--- src/rtl/scan_display_driver_pkg.sv ---
// Shared constants for the multiplexed 4-digit mm:ss display driver:
// segment codes, anode idle pattern, default dividers and the BCD split helper.
package scan_display_driver_pkg;

    localparam int SCAN_DIV_DEFAULT  = 100000;
    localparam int BLINK_DIV_DEFAULT = 33333333;

    // Cathode codes {g,f,e,d,c,b,a}, active-low
    localparam logic [6:0] SEG_0     = 7'b1000000;
    localparam logic [6:0] SEG_1     = 7'b1111001;
    localparam logic [6:0] SEG_2     = 7'b0100100;
    localparam logic [6:0] SEG_3     = 7'b0110000;
    localparam logic [6:0] SEG_4     = 7'b0011001;
    localparam logic [6:0] SEG_5     = 7'b0010010;
    localparam logic [6:0] SEG_6     = 7'b0000010;
    localparam logic [6:0] SEG_7     = 7'b1111000;
    localparam logic [6:0] SEG_8     = 7'b0000000;
    localparam logic [6:0] SEG_9     = 7'b0010000;
    localparam logic [6:0] SEG_BLANK = 7'b1111111;

    localparam logic [3:0] AN_OFF = 4'b1111;

    typedef struct packed {
        logic [3:0] tens;
        logic [3:0] ones;
    } bcd_t;

    // Out-of-range inputs (60-63) are shown as 59 rather than as garbage digits
    function automatic bcd_t to_bcd(input logic [5:0] value);
        logic [5:0] clamped;
        bcd_t       result;
        clamped     = (value > 6'd59) ? 6'd59 : value;
        result.tens = 4'(clamped / 6'd10);
        result.ones = 4'(clamped % 6'd10);
        return result;
    endfunction

endpackage

--- src/rtl/scan_display_driver_seg7_decoder.sv ---
// Combinational BCD digit to active-low seven-segment lookup; codes 10-15 go dark.
module seg7_decoder
    import scan_display_driver_pkg::*;
(
    input  logic [3:0] i_digit,
    output logic [6:0] o_seg
);

    always_comb begin
        o_seg = SEG_BLANK;
        case (i_digit)
            4'd0:    o_seg = SEG_0;
            4'd1:    o_seg = SEG_1;
            4'd2:    o_seg = SEG_2;
            4'd3:    o_seg = SEG_3;
            4'd4:    o_seg = SEG_4;
            4'd5:    o_seg = SEG_5;
            4'd6:    o_seg = SEG_6;
            4'd7:    o_seg = SEG_7;
            4'd8:    o_seg = SEG_8;
            4'd9:    o_seg = SEG_9;
            default: o_seg = SEG_BLANK;
        endcase
    end

endmodule

--- src/rtl/scan_display_driver.sv ---
// Time-multiplexed mm:ss driver for a 4-digit common-anode display, with an
// optional blinking field for time adjustment. Outputs only move at slot updates.
module scan_display_driver
    import scan_display_driver_pkg::*;
#(
    parameter int SCAN_DIV  = SCAN_DIV_DEFAULT,
    parameter int BLINK_DIV = BLINK_DIV_DEFAULT
) (
    input  logic       clk,
    input  logic       reset,
    input  logic [5:0] minutes,
    input  logic [5:0] seconds,
    input  logic       adjust,
    input  logic       select,
    output logic [6:0] seg,
    output logic [3:0] an
);

    localparam int SCAN_W  = (SCAN_DIV > 1) ? $clog2(SCAN_DIV) : 1;
    localparam int BLINK_W = (BLINK_DIV > 1) ? $clog2(BLINK_DIV) : 1;
    localparam logic [SCAN_W-1:0]  SCAN_LAST  = SCAN_W'(SCAN_DIV - 1);
    localparam logic [BLINK_W-1:0] BLINK_LAST = BLINK_W'(BLINK_DIV - 1);

    logic [SCAN_W-1:0]  r_scan_cnt;
    logic [BLINK_W-1:0] r_blink_cnt;
    logic               r_blink_on;
    logic [1:0]         r_idx;
    logic [5:0]         r_snap_min;
    logic [5:0]         r_snap_sec;
    logic               r_running;
    logic [6:0]         r_seg;
    logic [3:0]         r_an;

    logic               w_first;
    logic               w_wrap;
    logic               w_update;
    logic               w_capture;
    logic [1:0]         w_idx_next;
    logic [5:0]         w_min_src;
    logic [5:0]         w_sec_src;
    bcd_t               w_min_bcd;
    bcd_t               w_sec_bcd;
    logic [3:0]         w_digit;
    logic [6:0]         w_seg_code;
    logic [BLINK_W-1:0] w_blink_cnt_next;
    logic               w_blink_on_next;
    logic               w_blank;

    // The first edge out of reset behaves like a frame start without advancing the counter
    assign w_first   = ~r_running;
    assign w_wrap    = (r_scan_cnt == SCAN_LAST);
    assign w_update  = w_first | w_wrap;
    assign w_capture = w_first | (w_wrap & (r_idx == 2'd3));

    always_comb begin
        w_idx_next = r_idx;
        if (w_first) begin
            w_idx_next = 2'd0;
        end else if (w_wrap) begin
            w_idx_next = r_idx + 2'd1;
        end
    end

    // Digits for a new frame come straight from the inputs being captured this edge
    assign w_min_src = w_capture ? minutes : r_snap_min;
    assign w_sec_src = w_capture ? seconds : r_snap_sec;
    assign w_min_bcd = to_bcd(w_min_src);
    assign w_sec_bcd = to_bcd(w_sec_src);

    always_comb begin
        w_digit = w_sec_bcd.ones;
        case (w_idx_next)
            2'd0: w_digit = w_sec_bcd.ones;
            2'd1: w_digit = w_sec_bcd.tens;
            2'd2: w_digit = w_min_bcd.ones;
            2'd3: w_digit = w_min_bcd.tens;
            default: w_digit = w_sec_bcd.ones;
        endcase
    end

    seg7_decoder u_seg7_decoder (
        .i_digit (w_digit),
        .o_seg   (w_seg_code)
    );

    always_comb begin
        w_blink_cnt_next = '0;
        w_blink_on_next  = 1'b1;
        if (adjust) begin
            w_blink_on_next = r_blink_on;
            if (r_blink_cnt == BLINK_LAST) begin
                w_blink_on_next = ~r_blink_on;
            end else begin
                w_blink_cnt_next = r_blink_cnt + 1'b1;
            end
        end
    end

    // Slots 0/1 carry seconds, 2/3 carry minutes; blink_on is forced high when not adjusting
    assign w_blank = ~w_blink_on_next & (select == ~w_idx_next[1]);

    always_ff @(posedge clk) begin
        if (reset) begin
            r_scan_cnt  <= '0;
            r_blink_cnt <= '0;
            r_blink_on  <= 1'b1;
            r_idx       <= 2'd0;
            r_snap_min  <= 6'd0;
            r_snap_sec  <= 6'd0;
            r_running   <= 1'b0;
            r_an        <= AN_OFF;
            r_seg       <= SEG_BLANK;
        end else begin
            r_running   <= 1'b1;
            r_blink_cnt <= w_blink_cnt_next;
            r_blink_on  <= w_blink_on_next;
            r_idx       <= w_idx_next;
            if (w_first || w_wrap) begin
                r_scan_cnt <= '0;
            end else begin
                r_scan_cnt <= r_scan_cnt + 1'b1;
            end
            if (w_capture) begin
                r_snap_min <= minutes;
                r_snap_sec <= seconds;
            end
            if (w_update) begin
                r_an  <= ~(4'b0001 << w_idx_next);
                r_seg <= w_blank ? SEG_BLANK : w_seg_code;
            end
        end
    end

    assign seg = r_seg;
    assign an  = r_an;

endmodule

--- config.mk ---
export PLATFORM = sky130hd
export DESIGN_NAME = scan_display_driver
export DESIGN_NICKNAME = d
export VERILOG_FILES = /design/src/rtl/scan_display_driver_pkg.sv /design/src/rtl/scan_display_driver_seg7_decoder.sv /design/src/rtl/scan_display_driver.sv
export SDC_FILE = /design/constraint.sdc
export NUM_CORES = 1
export LEC_CHECK = 0
export BUFFER_PORTS_ARGS = -buffer_cell sky130_fd_sc_hd__buf_2
export CORE_MARGIN = 4
export CORE_UTILIZATION = 30
export DETAILED_ROUTE_END_ITERATION = 8
export PLACE_DENSITY = 0.45
export REMOVE_ABC_BUFFERS = 1
export SYNTH_ARGS = -nofsm -noshare
export SYNTH_HDL_FRONTEND = slang
export SYNTH_HIERARCHICAL = 1
export SYNTH_SLANG_ARGS = --single-unit
--- constraint.sdc ---
create_clock -name clk -period 8.2 [get_ports clk]
set_input_delay 0.41 -clock clk [delete_from_list [all_inputs] [get_ports clk]]
set_output_delay 0.41 -clock clk [all_outputs]
set_load 0.02 [all_outputs]
Yosys cells after proc, flatten, opt, wreduce, memory -nomap -nowiden
Memory sizes are Yosys's and may differ from the RTL's.
Index checks and enable logic that the tools add are counted.
Widths: inputs -> output; s select.
{"block": "totals", "reg_bits": 69, "mem_bits_ro": 112, "in_bits": 16, "out_inout_bits": 11, "wordCells": 52, "mem_count": 1}
{"block": "classes", "n_addsub": 3, "div_mod_pow": 4, "order_cmp": 2, "n_eq_ne": 7, "shift": 1, "muxes": 11, "bitwise": 10, "n_reduce_logical": 4}
{"name": "(no name shown)", "words": 16, "word_bits": 7, "rd": 1, "rd_clocked_by_memory_dff": 0, "wr": 0, "line": "scan_display_driver_seg7_decoder.sv:11", "rtl": "case (i_digit)"}
{"cell": "$add 25x1->25 const B", "count": 1}
{"cell": "$eq 25x25->1 const B", "count": 1}
{"cell": "$mux 6", "count": 4}
{"cell": "$add 17x1->17 const B", "count": 1}
{"cell": "$eq 17x17->1 const B", "count": 1}
{"cell": "$pmux 4 s4", "count": 1}
{"cell": "$div 6x4->6 const B", "count": 2}
{"cell": "$gt 6x6->1 const B", "count": 2}
{"cell": "$mod 6x4->6 const B", "count": 2}
{"cell": "$mux 7", "count": 1}
{"cell": "$eq 2x2->1 const B", "count": 3}
{"cell": "$not 1->1", "count": 5}
{"cell": "$mux 2", "count": 2}
{"cell": "$not 4->4", "count": 1}
{"cell": "$shl 1x2->4 const A", "count": 1}
{"cell": "$mux 1", "count": 3}
{"cell": "$reduce_or 3->1", "count": 1}
{"cell": "$add 2x1->2 const B", "count": 1}
{"cell": "$and 1x1->1", "count": 2}
{"cell": "$eq 2x1->1 const B", "count": 1}
{"cell": "$logic_not 2->1", "count": 1}
{"cell": "$or 1x1->1", "count": 2}
{"cell": "$reduce_or 2->1", "count": 1}
{"cell": "$eq 1x1->1", "count": 1}
{"cell": "$logic_or 1x1->1", "count": 1}

Depth between registers and ports, before layout
Gate-level depths: netlist of the first run.
An unclocked memory read counts as a cell.
{"block": "logic_depth", "ltp_word": 10, "ltp_mapped": 22, "mapped_depth_nobuf": 20}

Cells and area by module
The synthesis of the first run kept the hierarchy.
{"module": "scan_display_driver", "n_inst": 1, "cells_per_inst": 488, "area_each_um2": 4070.2, "seq_area_each_um2": 1381.3}
{"module": "seg7_decoder", "n_inst": 1, "cells_per_inst": 33, "area_each_um2": 210.2, "seq_area_each_um2": 0.0}

Least setup slack after synthesis of the first run
OpenSTA, ideal clock, no wires.
{"block": "synth_timing", "kind": "register to register", "start": "reg r_scan_cnt[8]", "end": "reg r_seg[3], in the netlist seg[3]", "setup_time_ps": 117, "arrival_time_ps": 4276, "required_time_ps": 8083, "path_slack_ps": 3807, "path_stages_with_launch": 20, "path_buffers": 1, "synth_period_minus_slack_ps": 4393, "path_cell_list": "dfxtp_1 > or4b_4 > nor4_4 > buf_4 > a21oi_2 > a211oi_2 > nor2_1 > a21oi_1 > ha_1 > a2111oi_1 > a221oi_2 > a211oi_1 > a2bb2o_1 > a31o_1 > inv_1 > ha_1 > or2_1 > a21oi_2 > a31oi_1 > o22a_1"}
{"block": "synth_via", "elab_chain_cells": 10, "elab_cells_between_ends": 26, "classes_between": "div: 4; order compare: 2; eq/ne: 5; mux: 8; bitwise: 5; reduce/logical: 1; memory: 1"}
{"element": "from (decl)", "line": "scan_display_driver.sv:24", "rtl": "logic [SCAN_W-1:0] r_scan_cnt;"}
{"element": "from (signal assigned)", "line": "scan_display_driver.sv:121", "rtl": "r_scan_cnt <= r_scan_cnt + 1'b1;"}
{"element": "$eq 17x17->1 (*)", "line": "scan_display_driver.sv:51", "rtl": "assign w_wrap = (r_scan_cnt == SCAN_LAST);"}
{"element": "$and 1x1->1", "line": "scan_display_driver.sv:53", "rtl": "assign w_capture = w_first | (w_wrap & (r_idx == 2'd3));"}
{"element": "$or 1x1->1", "line": "scan_display_driver.sv:53"}
{"element": "$mux 6"}
{"element": "$gt 6x6->1", "line": "scan_display_driver_pkg.sv:32", "rtl": "clamped = (value > 6'd59) ? 6'd59 : value;"}
{"element": "$mux 6", "line": "scan_display_driver_pkg.sv:32"}
{"element": "$div 6x4->6 or $mod 6x4->6 (tied branches)", "line": "scan_display_driver_pkg.sv:33, scan_display_driver_pkg.sv:34"}
{"element": "$pmux 4 s4 (*)", "line": "scan_display_driver.sv:72", "rtl": "case (w_idx_next)"}
{"element": "via w_digit[1]", "line": "scan_display_driver.sv:43", "rtl": "logic [3:0] w_digit;"}
{"element": "$mem_v2 16x7 (*)"}
{"element": "via w_seg_code[3]", "line": "scan_display_driver.sv:44", "rtl": "logic [6:0] w_seg_code;"}
{"element": "$mux 7 (*)", "line": "scan_display_driver.sv:129", "rtl": "r_seg <= w_blank ? SEG_BLANK : w_seg_code;"}
{"element": "to (signal assigned)", "line": "scan_display_driver.sv:129"}
{"element": "to (decl)", "line": "scan_display_driver.sv:31", "rtl": "logic [6:0] r_seg;"}
The timed path passes the listed nets; every way through them passes the cells marked *.
A chain may end at the register's enable or synchronous reset.

Worst setup path in the final report of the first run
{"block": "layout_timing", "start": "reg r_scan_cnt[0]", "end": "reg r_seg[3], in the netlist seg[3]"}
The elaborated chain is that of the path after synthesis.

==> results of run 1 <==
registers in the layout (all words and copies together), names as in the netlist:
| signal | count |
|---|---|
| r_snap_min | 6 |
| r_running | 1 |
| r_blink_on | 1 |
| r_idx | 2 |
| r_scan_cnt | 17 |
| r_snap_sec | 6 |
| r_blink_cnt | 25 |
| an | 4 |
| seg | 7 |
critical path, delay by kind of cell (launching register included):
family	cells	cell delay [ns]
AOI/OAI and AO/OA	11	3.03
DFF	1	0.36
buffers and inverters	2	0.39
adders and majority gates	3	0.71
and+or+nand+nor	4	1.18
cell usage in the layout, fill, tap and decap left out, types with 4 or more instances in the layout:
master | netlist | final
a21oi_2 | 5 | 5
nor2_1 | 71 | 71
inv_1 | 19 | 19
buf_2 | 1 | 26
and2_1 | 7 | 7
a31oi_1 | 4 | 4
and3_1 | 9 | 9
o22a_1 | 7 | 7
mux2i_1 | 13 | 13
nand2b_1 | 8 | 8
clkbuf_16 | 0 | 9
dfxtp_1 | 69 | 69
ha_1 | 15 | 15
nand2_1 | 57 | 57
a211oi_2 | 4 | 4
xor2_1 | 21 | 21
nand4_1 | 11 | 11
nor3_1 | 10 | 10
xnor2_1 | 15 | 15
a21oi_1 | 28 | 28
nand3_1 | 23 | 23
o21ai_0 | 18 | 18
or3_1 | 7 | 7
and4_1 | 4 | 4
worst paths after layout:
kind                                 start                       end  slack, ns  cells after the start
setup / recovery  r_scan_cnt[0]$_SDFF_PP0_       seg[3]$_SDFFE_PP1P_       2.43                     20
hold / removal                  minutes[1]  r_snap_min[1]$_SDFF_PP0_       0.33                      3
setup reg to reg  r_scan_cnt[0]$_SDFF_PP0_       seg[3]$_SDFFE_PP1P_       2.43                     20
hold reg to reg   r_snap_sec[0]$_SDFF_PP0_  r_snap_sec[0]$_SDFF_PP0_       0.45                      2
through the flow:
step / utilization [%] / instance area (um^2) / setup slack (ns)
floorplan: - / 4190 / 3.04
global placement: 32.6 / 4550 / 2.70
detailed placement: 32.6 / 4550 / 2.51
CTS: 34.9 / 4860 / 2.49
global route: 34.9 / 4860 / 1.96
finish: 34.9 / 4860 / 2.43
area by class of cell:
cell class	instances	share of cell area, %
flip-flops and latches	69	28.4
well taps	180	4.64
clock inverters	6	1.44
repair buffers	27	2.83
inverters	21	1.62
multi-input cells	413	56.1
clock buffers	10	4.92
power groups by stage:
stage	Sequential [uW]	Clock, uW	Combinational, uW
2_1_floorplan	370	0	109
3_3_place_gp	363	0	160
3_5_place_dp	363	0	161
4_1_cts	355	412	162
5_1_grt	357	427	182
6_report	355	398	163
metal layers:
layer  GRT usage (%)  vias up  wire, um
li1                -     1910         -
met1            18.4     1759      5230
met2            20.8       73      4860
met3            3.51       11       484
met4            3.91        0       103
met5               0        -         0
cells by family after synthesis:
kind of cell | count (synthesis)
and+or+nand+nor | 230
muxes | 13
DFF | 69
adders and majority gates | 15
AOI/OAI and AO/OA | 118
buffers and inverters | 39
xor gates and xnor gates | 37
==> metrics.yaml, run 1 <==
p_switching_uw: 259
layout.nets: 572
drtIter0Drc: 275
cp_slowest_stage_delay_ns: 0.86
synth_seq_cells: 69
grt_pass1_vias: 3468
vias: 3753
status: "finished clean"
cts_resized: 0
multi_input_area_um2: 2730
viasPerCell: 5.17
core_area_um2: 13900
drtPass1Iterations: 5
critPathSlowestCell: "a21o_1"
final_cells: 726
muxShareOfSynthArea_pct: 3.04
fmax_ghz: 0.173
drv_cap: 0
cts.sinks: 69
ys_async_sr_fraction_pct: 0
dieArea_um2: 16200
synth-simple-area-share_pct: 26.9
die_y_um: 127
cts_max_path_buffers: 2
grt_pass1_wl_um: 17800
cts_setup_buffers: 0
ios: 27
max_slew_margin_pct: 29.2
synth.yosys.seq_area_share_pct: 32.3
antenna_left: 0
synthXorXnorAreaFrac_pct: 7.89
hp-class: "in2reg"
finalSetupViolations: 0
combPwrFrac_pct: 17.8
slew_violations: 0
synth_top_area_share_pct: 32.3
syn_area_um2: 4280
cp_cell_sequence: "ha_1 > nand4_1 > nor4_4 > buf_4 > a21o_1 > o311ai_2 > and2_1 > a21oi_1 > ha_1 > a2111oi_1 > a221oi_2 > a211oi_1 > a2bb2o_1 > a31o_1 > inv_1 > ha_1 > or2_1 > a21oi_2 > a31oi_1 > o22a_1"
antenna_cells: 0
synthTopCellsByArea: "dfxtp_1 32%, nor2_1 6.2%, nand2_1 5.0%"
grt_usage_pct: 13.5
place.gp.congestion: 0.866
fin_crit_sh_pct: 70.4
finalPower_uw: 916
synth_commonest_cells: "71 x nor2_1, 69 x dfxtp_1, 57 x nand2_1"
path_class: "reg2reg"
internal-power_uw: 656
grt_start_max_net_pins: 27
crit_path_start_kind: "flip-flop"
max-vdd-ir-drop_uv: 86.2
drive_gt1_share_pct: 13.2
dpl.cell_count: 710
synth_cells: 521
swShare_pct: 28.3
synth_top_family_by_area: "simple AND/OR/NAND/NOR gates"
finClkSkew_ns: 0.00710
synth_edf_count: 0
pwr-share-seq_pct: 38.8
hold_viol: 0
cp_common_cell: "ha_1"
port_buffers: 26
ys.flop_type: "dfxtp_1"
synth.avg_cell_area_um2: 8.22
numCtsBuffers: 9
worstPathArrival_ns: 5.99
end_kind: "flip-flop"
dpl.hpwl_um: 7770
cts_root_buf: "clkbuf_16"
area_growth_pct: 13.5
path_max_fanout: 26
clkTransAtPathRegs_ns: 0.06
core.rowCount: 43
p_clk_share_pct: 43.4
netlist.top_cell.by_area: "dfxtp_1"
leakage_uw: 0.00177
min_period_ns: 5.77
nFillCells: 1419
start_util_pct: 30.7
wirelength_um: 10700
rsz0062_at_grt: "false"
ys_types: 80
holdWs_ns: 0.325
regArea_um2: 1380
critPathRequiredTime_ns: 8.42
fp.dieW_um: 127
remaining_drc_errors: 0
grt_overflow_total: 0
powerDensity_nw_per_um2: 189
insertion_delay_ns: 0.33
synth_compound_area_share_pct: 21.4
cts_hold_buf: 0
antenna_found_initial: 0
tightest_slew_ns: 1.06
cts_tree: "built"
yosys.area_share.adder_pct: 4.38
yosysMostFrequentCell: "nor2_1"
wl_per_cell_um: 14.7
tns_ns: 0
cts_htree_levels: 3
yosysWarnings: 6
Power figures use the tool's default switching activity.
==> run 2, diff against run 1 <==
- clock period: 8.2 -> 5.7 ns (I/O delays scaled with it)
==> run 2 against run 1 <==
  * Sequential power rose by 44%
  * Total power rose by 48%
  * Die area did not move
  * Sequential share of layout area fell by 0.30 points
  * Via count fell by 0.61%
  * Hold slack got worse by 0.12 ns
  * Cell area rose by 1.1%
  * Critical path depth did not move
  * Core utilization rose by 0.37 points
  * Combinational power rose by 44%
==> metrics.yaml, run 2 (synthesis gave the netlist of run 1 again) <==
max-vdd-ir-drop_uv: 157  # +82%
path_class: "reg2reg"
cts_tree: "built"
fmax_ghz: 0.196  # +13%
rsz0062_at_grt: "false"
largest_reg_flops: 25  # unchanged
antenna_cells: 0  # unchanged
post-place-ws_ns: 0.676  # -1.83 ns
fin_crit_sh_pct: 89.5  # +19 points
layout_commonest_cell: "nor2_1"
dpl.cell_count: 715  # +0.70%
hp-class: "in2reg"
dieArea_um2: 16200  # unchanged
setup_ws_ns: 0.601  # -1.83 ns
drv_cap: 0  # unchanged
insertion_delay_ns: 0.34  # about the same
grt_overflow_total: 0  # unchanged
cp_common_cell: "ha_1"
ios: 27  # unchanged
cts_setup_buffers: 0  # unchanged
met3_usage_pct: 2.88  # -0.63 points
fp.dieW_um: 127  # unchanged
max_slew_margin_pct: 33.4  # +4.2 points
grt_start_max_net_pins: 25  # -7.4%
finalSetupViolations: 0  # unchanged
vias: 3730  # -0.61%
finClkSkew_ns: 0.00771  # +0.000609 ns
status: "finished clean"
critPathSlowestCell: "a21oi_2"
clkTransAtPathRegs_ns: 0.06  # about the same
crit_family: "compound AO/OA/AOI/OAI gates"
tns_ns: 0  # unchanged
grt_usage_pct: 13.2  # -0.21 points
die_y_um: 127  # unchanged
cts_hold_buf: 0  # unchanged
drtIter0Drc: 255  # -7.3%
wl_per_cell_um: 14.3  # -2.8%
antenna_found_initial: 0  # unchanged
remaining_drc_errors: 0  # unchanged
min_period_ns: 5.10  # -0.671 ns
cts_max_path_buffers: 2  # unchanged
core.rowCount: 43  # unchanged
wirelength_um: 10400  # -2.2%
drtPass1Iterations: 4  # -1
dpl.hpwl_um: 7780  # +0.12%
end_kind: "flip-flop"
grt_busiest_layer: "met2"
holdWs_ns: 0.206  # -0.119 ns
viasPerCell: 5.10  # -1.3%
regMostFlops: "r_blink_cnt"
cts_htree_levels: 3  # unchanged
antenna_left: 0  # unchanged
area_growth_pct: 14.7
worstPathArrival_ns: 5.33  # -0.66 ns
hold_viol: 0  # unchanged
start_util_pct: 30.7  # unchanged
nFillCells: 1433  # +0.99%
critPathRequiredTime_ns: 5.93  # -2.49 ns
numCtsBuffers: 9  # unchanged
grt_util_met1_pct: 18.5  # +0.024 points
cts_root_buf: "clkbuf_16"
crit_path_start_kind: "flip-flop"
multi_input_area_um2: 2730  # unchanged
final_cell_mix: "71 x nor2_1, 69 x dfxtp_1, 57 x nand2_1"
port_buffers: 26  # unchanged
drive_gt1_share_pct: 13.8  # +0.61 points
grt_pass1_wl_um: 17400  # -1.8%
final_cells: 731  # +0.69%
met2_usage_pct: 20.2  # -0.65 points
cts.sinks: 69  # unchanged
layout.nets: 577  # +0.87%
tightest_slew_ns: 0.998  # -0.0629 ns
regArea_um2: 1380  # unchanged
worst-path-buf-inv: 2  # unchanged
place.gp.congestion: 0.852  # -1.6%
core_area_um2: 13900  # unchanged
final_util_pct: 35.2  # +0.37 points
grt_pass1_vias: 3485  # +0.49%
path_max_fanout: 18  # -31%
leakage_uw: 0.00180  # +1.4%
cp_cell_sequence: "ha_1 > nand4_1 > nor4_4 > buf_4 > a21oi_2 > o211ai_1 > and2_1 > a21oi_1 > ha_1 > a2111oi_1 > a221oi_2 > a211oi_1 > a2bb2o_1 > a31o_1 > inv_1 > ha_1 > or2_1 > a21oi_2 > nor2_1 > o22a_1"
slew_violations: 0  # unchanged
powerDensity_nw_per_um2: 275  # +46%
cts_resized: 0  # unchanged
cp_slowest_stage_delay_ns: 0.77  # -0.09 ns
-- run 2: changes by cell type in the layout (fill, tap and decap cells not counted) --
cell        previous run  this run
clkinv_4               3         0
clkbuf_1               0         1
inv_6                  1         3
buf_4                  1         6
clkbuf_8               1         0
bufinv_16              1         2
clkinv_2               1         0
clkinvlp_4             0         1
-- run 2: path summary, 6_finish.rpt --
| path | from | endpoint | slack [ns] | cells past startpoint |
|---|---|---|---|---|
| max | r_scan_cnt[0]$_SDFF_PP0_ | seg[0]$_SDFFE_PP1P_ | 0.60 | 20 |
| min | seconds[0] | r_snap_sec[0]$_SDFF_PP0_ | 0.21 | 3 |
| max reg2reg | r_scan_cnt[0]$_SDFF_PP0_ | seg[0]$_SDFFE_PP1P_ | 0.60 | 20 |
| min reg2reg | r_snap_min[0]$_SDFF_PP0_ | r_snap_min[0]$_SDFF_PP0_ | 0.45 | 2 |
-- run 2: area by class of cell --
cell class              instances  share of cell area (%)
clock buffers                  10                    4.66
inverters                      21                    1.61
well taps                     180                    4.59
repair buffers                 32                    3.57
multi-input cells             413                    55.5
flip-flops and latches         69                    28.1
clock inverters                 6                    1.91
-- run 2: metrics by stage --
stage | total power, uW | cell area [um^2]
6_report | 1350 | 4910
5_1_grt | 1430 | 4910
4_1_cts | 1370 | 4910
3_5_place_dp | 756 | 4590
2_1_floorplan | 689 | 4190
3_3_place_gp | 756 | 4590
-- run 2: metal layers --
layer	vias to the layer above	share of wire (%)	wire (um)
met4	0	1.6	165
met5	-	0	0
met3	12	3.0	310
met2	57	44	4580
met1	1739	52	5390
li1	1922	-	-
-- run 2: power by group --
part	leakage, uW	internal (uW)	switching, uW
clock network	0.000154	388	218
registers	0.000561	499	12.2
logic	0.00108	95.6	139
-- run 2: tightest hold or removal path, stage by stage --
cell	delay, ns
buf_2	0.11
nand2_1	0.05
a21oi_1	0.05
